==> src/rtl/instruction_fetch.sv <==
// instruction_fetch
//   Single-outstanding-read instruction fetch unit. It reads one word, holds
//   it for the decoder until accepted, then fetches the next sequential word.
//   Redirects reload the PC and abandon any held or in-flight instruction.
//   Watchdog and user request pulses are latched until the next acceptance.
//
// Ports
//   clock, reset                    clock, synchronous active-high reset
//   mem_addr, mem_read_en           instruction memory read request
//   mem_data, mem_ready             read data, valid for the outstanding read
//   redirect, redirect_target       PC load request (branch/jump/exception)
//   halt                            level request to stop issuing fetches
//   wd_irq, user_irq                single-cycle interrupt pulses
//   Instruction, instr_pc           held instruction word and its address
//   instr_valid, instr_ready        decoder handshake
//   wd_interruption, is_user_request pending flags, shown with instr_valid
module instruction_fetch #(
    parameter int INSTRUCTION_WIDTH = 16,
    parameter int ADDRESS_WIDTH = 16,
    parameter logic [ADDRESS_WIDTH-1:0] RESET_VECTOR = '0
) (
    input  logic                         clock,
    input  logic                         reset,
    output logic [ADDRESS_WIDTH-1:0]     mem_addr,
    output logic                         mem_read_en,
    input  logic [INSTRUCTION_WIDTH-1:0] mem_data,
    input  logic                         mem_ready,
    input  logic                         redirect,
    input  logic [ADDRESS_WIDTH-1:0]     redirect_target,
    input  logic                         halt,
    input  logic                         wd_irq,
    input  logic                         user_irq,
    output logic [INSTRUCTION_WIDTH-1:0] Instruction,
    output logic [ADDRESS_WIDTH-1:0]     instr_pc,
    output logic                         instr_valid,
    input  logic                         instr_ready,
    output logic                         wd_interruption,
    output logic                         is_user_request
);

    typedef enum logic [1:0] {FETCH, WAIT, HOLD, STOP} state_t;

    state_t                   state;
    logic [ADDRESS_WIDTH-1:0] pc;
    logic                     wd_pending;
    logic                     user_pending;
    logic                     accept;

    assign accept = instr_valid & instr_ready;

    // The read request is a decode of the registered state. It is masked by
    // reset so that no read leaves while reset is held, yet the first fetch
    // appears in the very first cycle after reset is released.
    assign mem_read_en     = (state == FETCH) & ~reset;
    assign mem_addr        = pc;
    assign wd_interruption = wd_pending & instr_valid;
    assign is_user_request = user_pending & instr_valid;

    always_ff @(posedge clock) begin
        if (reset) begin
            state        <= FETCH;
            pc           <= RESET_VECTOR;
            Instruction  <= '0;
            instr_pc     <= '0;
            instr_valid  <= 1'b0;
            wd_pending   <= 1'b0;
            user_pending <= 1'b0;
        end else begin
            // Acceptance clears the flags, but a pulse arriving in the same
            // cycle belongs to the next instruction and must survive.
            wd_pending   <= wd_irq   | (wd_pending   & ~accept);
            user_pending <= user_irq | (user_pending & ~accept);

            if (redirect) begin
                // Overrides every state: an in-flight read (even one
                // completing this cycle) is dropped and the held word is
                // withdrawn.
                pc          <= redirect_target;
                instr_valid <= 1'b0;
                state       <= FETCH;
            end else begin
                case (state)
                    FETCH: state <= WAIT;
                    WAIT: begin
                        if (mem_ready) begin
                            Instruction <= mem_data;
                            instr_pc    <= pc;
                            pc          <= pc + 1'b1;   // wraps naturally
                            instr_valid <= 1'b1;
                            state       <= HOLD;
                        end
                    end
                    HOLD: begin
                        if (accept) begin
                            instr_valid <= 1'b0;
                            state       <= halt ? STOP : FETCH;
                        end
                    end
                    STOP: begin
                        if (!halt) state <= FETCH;
                    end
                    default: state <= FETCH;
                endcase
            end
        end
    end

endmodule

==> config.mk <==
export PLATFORM = sky130hd
export DESIGN_NAME = instruction_fetch
export DESIGN_NICKNAME = d
export VERILOG_FILES = /design/src/rtl/instruction_fetch.sv
export SDC_FILE = /design/constraint.sdc
export NUM_CORES = 1
export LEC_CHECK = 0
export CAP_MARGIN = 30
export CELL_PAD_IN_SITES_DETAIL_PLACEMENT = 1
export CELL_PAD_IN_SITES_GLOBAL_PLACEMENT = 1
export CORE_ASPECT_RATIO = 1.25
export CORE_UTILIZATION = 25
export CTS_BUF_LIST = sky130_fd_sc_hd__clkbuf_2 sky130_fd_sc_hd__clkbuf_4 sky130_fd_sc_hd__clkbuf_8
export CTS_CLUSTER_DIAMETER = 50
export DETAILED_ROUTE_END_ITERATION = 6
export GPL_ROUTABILITY_DRIVEN = 0
export GPL_TIMING_DRIVEN = 0
export PLACE_DENSITY_LB_ADDON = 0.1
export SYNTH_ARGS = -nofsm -noshare
export SYNTH_HDL_FRONTEND = slang
export SYNTH_SLANG_ARGS = --single-unit
==> constraint.sdc <==
create_clock -name clock -period 6 [get_ports clock]
set_input_delay 1.8 -clock clock [delete_from_list [all_inputs] [get_ports clock]]
set_output_delay 1.8 -clock clock [all_outputs]
set_load 0.03 [all_outputs]
## Yosys cells after proc, flatten, opt, wreduce, memory -nomap -nowiden

Index checks and enable logic that the tools add are counted.

- Add/sub/neg operators: 1
- Equality and inequality tests: 6
- Muxes and demuxes: 11
- Bitwise operators: 11
- Reduce and logical (&&, ||, !) cells: 9

Operators by type and width:

| kind | count |
|---|---|
| 16-bit two-way mux | 3 |
| 16-bit by 1-bit adder with 16-bit output (second input constant) | 1 |
| 3-bit AND reduction | 3 |
| 2-bit two-way mux | 4 |
| 2-bit case mux with 4 select lines | 1 |
| 1-bit bitwise AND | 6 |
| 2-bit != test (second input constant) | 3 |
| 2-bit nonzero test | 3 |
| 2-bit equality test (second input constant) | 2 |
| 1-bit NOT | 3 |
| 2-bit by 1-bit equality test with 1-bit output (second input constant) | 1 |
| 2-bit zero test | 1 |
| 1-bit two-way mux | 2 |
| 1-bit bitwise OR | 2 |
| 1-bit case mux with 2 select lines | 1 |
| 2-bit AND reduction | 1 |
| 2-bit OR reduction | 1 |

- Register bits after elaboration: 53
- Bits of input ports: 40
- Output and inout bits: 52
- Word-level logic and storage cells: 45

## Logic depth before layout (Yosys ltp)

- Word-level depth: 4
- Gate-level depth with buffers: 6
- Gate-level depth less buffers: 5

## Least setup slack after synthesis

OpenSTA, ideal clock, no wires.

- Kind: input to output
- Start: input reset
- End: output mem_read_en
- Arrival: 2812 ps
- Required time: 4200 ps
- Slack: 1388 ps
- Cell stages on the path: 3
- Buffers on the path: 2
- Cell sequence: clkbuf_1 -> clkbuf_1 -> nor3_1

- Word-level cells in the longest chain between the ends: 2

RTL lines:

| what | RTL line | source |
|---|---|---|
| start: declaration | 23 | `input logic reset,` |
| 1-bit NOT | 54 | `assign mem_read_en = (state == FETCH) & ~reset;` |
| 1-bit bitwise AND | 54 |  |
| end: declaration | 25 | `output logic mem_read_en,` |

Every way passes these cells.

## Worst setup path in the final report

Same ends and word-level chain as after synthesis.

==> key figures <==
Run status
  – Status: completed

GRT
  – First-pass GRT wire length: 11.4 mm
  – Pin count of the biggest net entering global routing: 16
  – Antenna violations before repair: 0
  – GRT Residual Overflow: 0
  – GRT Util Overall: 0.157
  – Vias in the first global route: 2283

Die
  – Core Footprint: 8700 um2
  – Die footprint: 9410 um2
  – Initial core utilization: 0.259
  – Die Span Y: 108 um
  – Die extent in x: 87.0 um
  – # rows: 38
  – Io pins: 92

CTS
  – Worst-path clk slew: 0.10 ns
  – Hold-fix buffers, CTS: 0
  – Clock Tree Buf Depth: 2
  – CTS resizes: 0
  – H-tree levels: 2
  – CTS tree: built
  – Worst-skew pair later-pin latency: 0.31 ns
  – CTS buffer count: 5
  – Root buffer cell: clkbuf_8
  – Post-CTS setup buffer count: 0
  – Clock sinks: 53

Final layout
  – Most frequent cells in the layout: clkdlybuf4s50_1, nand2_1, dfxtp_1, a21oi_1, clkbuf_1
  – Ant diodes: 0
  – Layout Nets: 417
  – Filler cells: 1064
  – Fraction of layout cells with a size suffix above 1: 0.0371
  – Layout area overhead: 51.5%
  – Commonest non-fill, non-tap cell in the layout: clkdlybuf4s50_1

Power and ir drop
  – Power per Cell Area: 223 nW/um2
  – Leakage power: 1.19 nW
  – Peak supply drop: 0.0981 mV

Route
  – Initial drt markers: 28
  – Final antenna-violating net count: 0
  – Vias per cell: 4.54
  – DRC: 0
  – Via count: 2256
  – First-pass DRT Iterations: 4
  – Routed wire length: 7.03 mm
  – Average wire per standard cell: 14.2 um

Logic synthesis
  – Mapped Cells: 280
  – Unique masters post-synth: 37
  – Seq cells post-synth: 53
  – Avg Inst Size Synth: 8.06 um2
  – Top FF cell, synth: dfxtp_1
  – Syn nets: 321
  – Seq/Total Area, Yosys: 0.470
  – Post-synth EDFFs: 0
  – Syn. warnings: 0
  – Fraction of registers with async set/reset: 0
  – Mapped cell area: 2260 um2

Flow run
  – Max cap viols: 0

Setup path
  – Crit. End Element: output port
  – Crit Path Max Fanout: 10
  – CP startpoint kind: input port
  – Crit path launch: reset
  – Crit path buffers/inverters: 3
  – Crit-path cells: clkbuf_1, clkbuf_1, nor3_1, clkdlybuf4s50_1
  – Critical Path Max Stage Delay: 0.61 ns
  – End of the critical path: mem_read_en
  – R2r worst-path depth: 6
  – Slowest cell on the critical path: clkdlybuf4s50_1
  – FF-to-FF setup slack: 3.87 ns
  – Setup CP Type: input port to output port
  – Arrival time worst endpoint: 3.29 ns
  – Crit-path most repeated cell: clkbuf_1
  – Top delay family on crit path: buffers and inverters
  – Worst r2r src: mem_addr[0]
  – Crit. path cell count: 4
  – Worst reg2reg path endpoint: mem_addr[14]
  – CP required: 4.20 ns

STA
  – Worst Skew: 0.00703 ns
  – Worst Max-Slew Pin Slew: 0.594 ns
  – Worst hold slack: 0.457 ns
  – Pins over their slew limit: 0
  – Achievable Freq: 197 MHz
  – Final min period: 5.09 ns
  – RSZ-0062 raised after global routing: no
  – Worst rel slew slack: 0.604
  – Final setup viols: 0
  – Total negative slack: 0 ns
  – Final period utilization: 0.848
  – Final hold vios: 0

Placed design
  – HPWL Detailed: 5.39 mm
  – I/O Buffers: 89

Worst hold path
  – Worst hold path class: flip-flop to flip-flop
## metal layers
metal / track usage / vias up / routed length, um
met5: 0 / - / 0
met2: 0.278 / 60 / 3450
met3: 0.0374 / 5 / 407
li1: - / 1139 / -
met4: 0.0429 / 0 / 74
met1: 0.186 / 1052 / 3100
## area by class of cell
class	count	area, um2	share of cell area
plain buffers	18	75.1	0.0220
clock buffers	7	90.1	0.0264
clock inverters	1	30.0	0.00879
inverters	13	48.8	0.0143
multi-input cells	196	1070	0.313
flip-flops and latches	53	1060	0.311
well taps	120	150	0.0439
repair buffers	89	891	0.261
## cells by family after synthesis
logic type	share of synthesized area
AO/OA/AOI/OAI	0.177
XOR/XNOR	0.0272
adder cells (fa/ha/maj)	0.00555
buffers and inverters	0.0549
flip-flops	0.470
multiplexers	0.0183
AND/OR/NAND/NOR	0.246
## cells in the mapped netlist, drive strengths merged, types with 2 or more instances
cell / n / share of area
nand2: 72 / 0.12
clkbuf: 15 / 0.025
inv: 13 / 0.022
a21oi: 44 / 0.098
nand4: 4 / 0.011
mux2i: 3 / 0.013
and3: 2 / 0.0055
o21ai: 4 / 0.0089
nor2: 8 / 0.013
buf: 3 / 0.0083
xnor2: 6 / 0.023
o21a: 7 / 0.023
a21boi: 2 / 0.0067
nor2b: 4 / 0.011
and2: 2 / 0.0055
o31a: 5 / 0.019
or4: 2 / 0.0083
nor4: 5 / 0.014
nand4b: 2 / 0.014
a2111oi: 4 / 0.018
nand3: 3 / 0.0067
dfxtp: 53 / 0.47
nor3: 7 / 0.016
## worst min-delay path by stage
stage | from | to | cells after the start
floorplan | user_pending | user_pending | 2
global placement | Instruction[0] | Instruction[0] | 2
global route | instr_pc[10] | instr_pc[10] | 2
CTS | Instruction[4] | Instruction[4] | 2
finish | Instruction[4] | Instruction[4] | 2
detailed placement | Instruction[4] | Instruction[4] | 2
## registers in the layout (all words and copies together), names as in the netlist
name	flops
Instruction	16
instr_pc	16
instr_valid	1
mem_addr	16
state	2
user_pending	1
wd_pending	1
## worst min-delay path: stages, from the launching register on
cell and delay, ns:
dfxtp_1 0.32, nand2_1 0.05, a21oi_1 0.05
## where the power goes
part	internal, W	leakage, nW	switching, W
Clock	0.000141	0.0619	0.000124
Sequential	0.000364	0.433	0.0000163
Combinational	0.0000572	0.699	0.0000585
## stage by stage
step,setup WS [ns],std cells,area (um2),util,power (W)
2_1_floorplan,1.39,280,2260,-,0.000443
3_3_place_gp,0.856,489,3300,0.379,0.000505
3_5_place_dp,0.873,489,3300,0.379,0.000507
4_1_cts,0.863,497,3420,0.393,0.000776
5_1_grt,0.749,497,3420,0.393,0.000798
6_report,0.912,497,3420,0.393,0.000761
(Power assumes the default switching activity.)
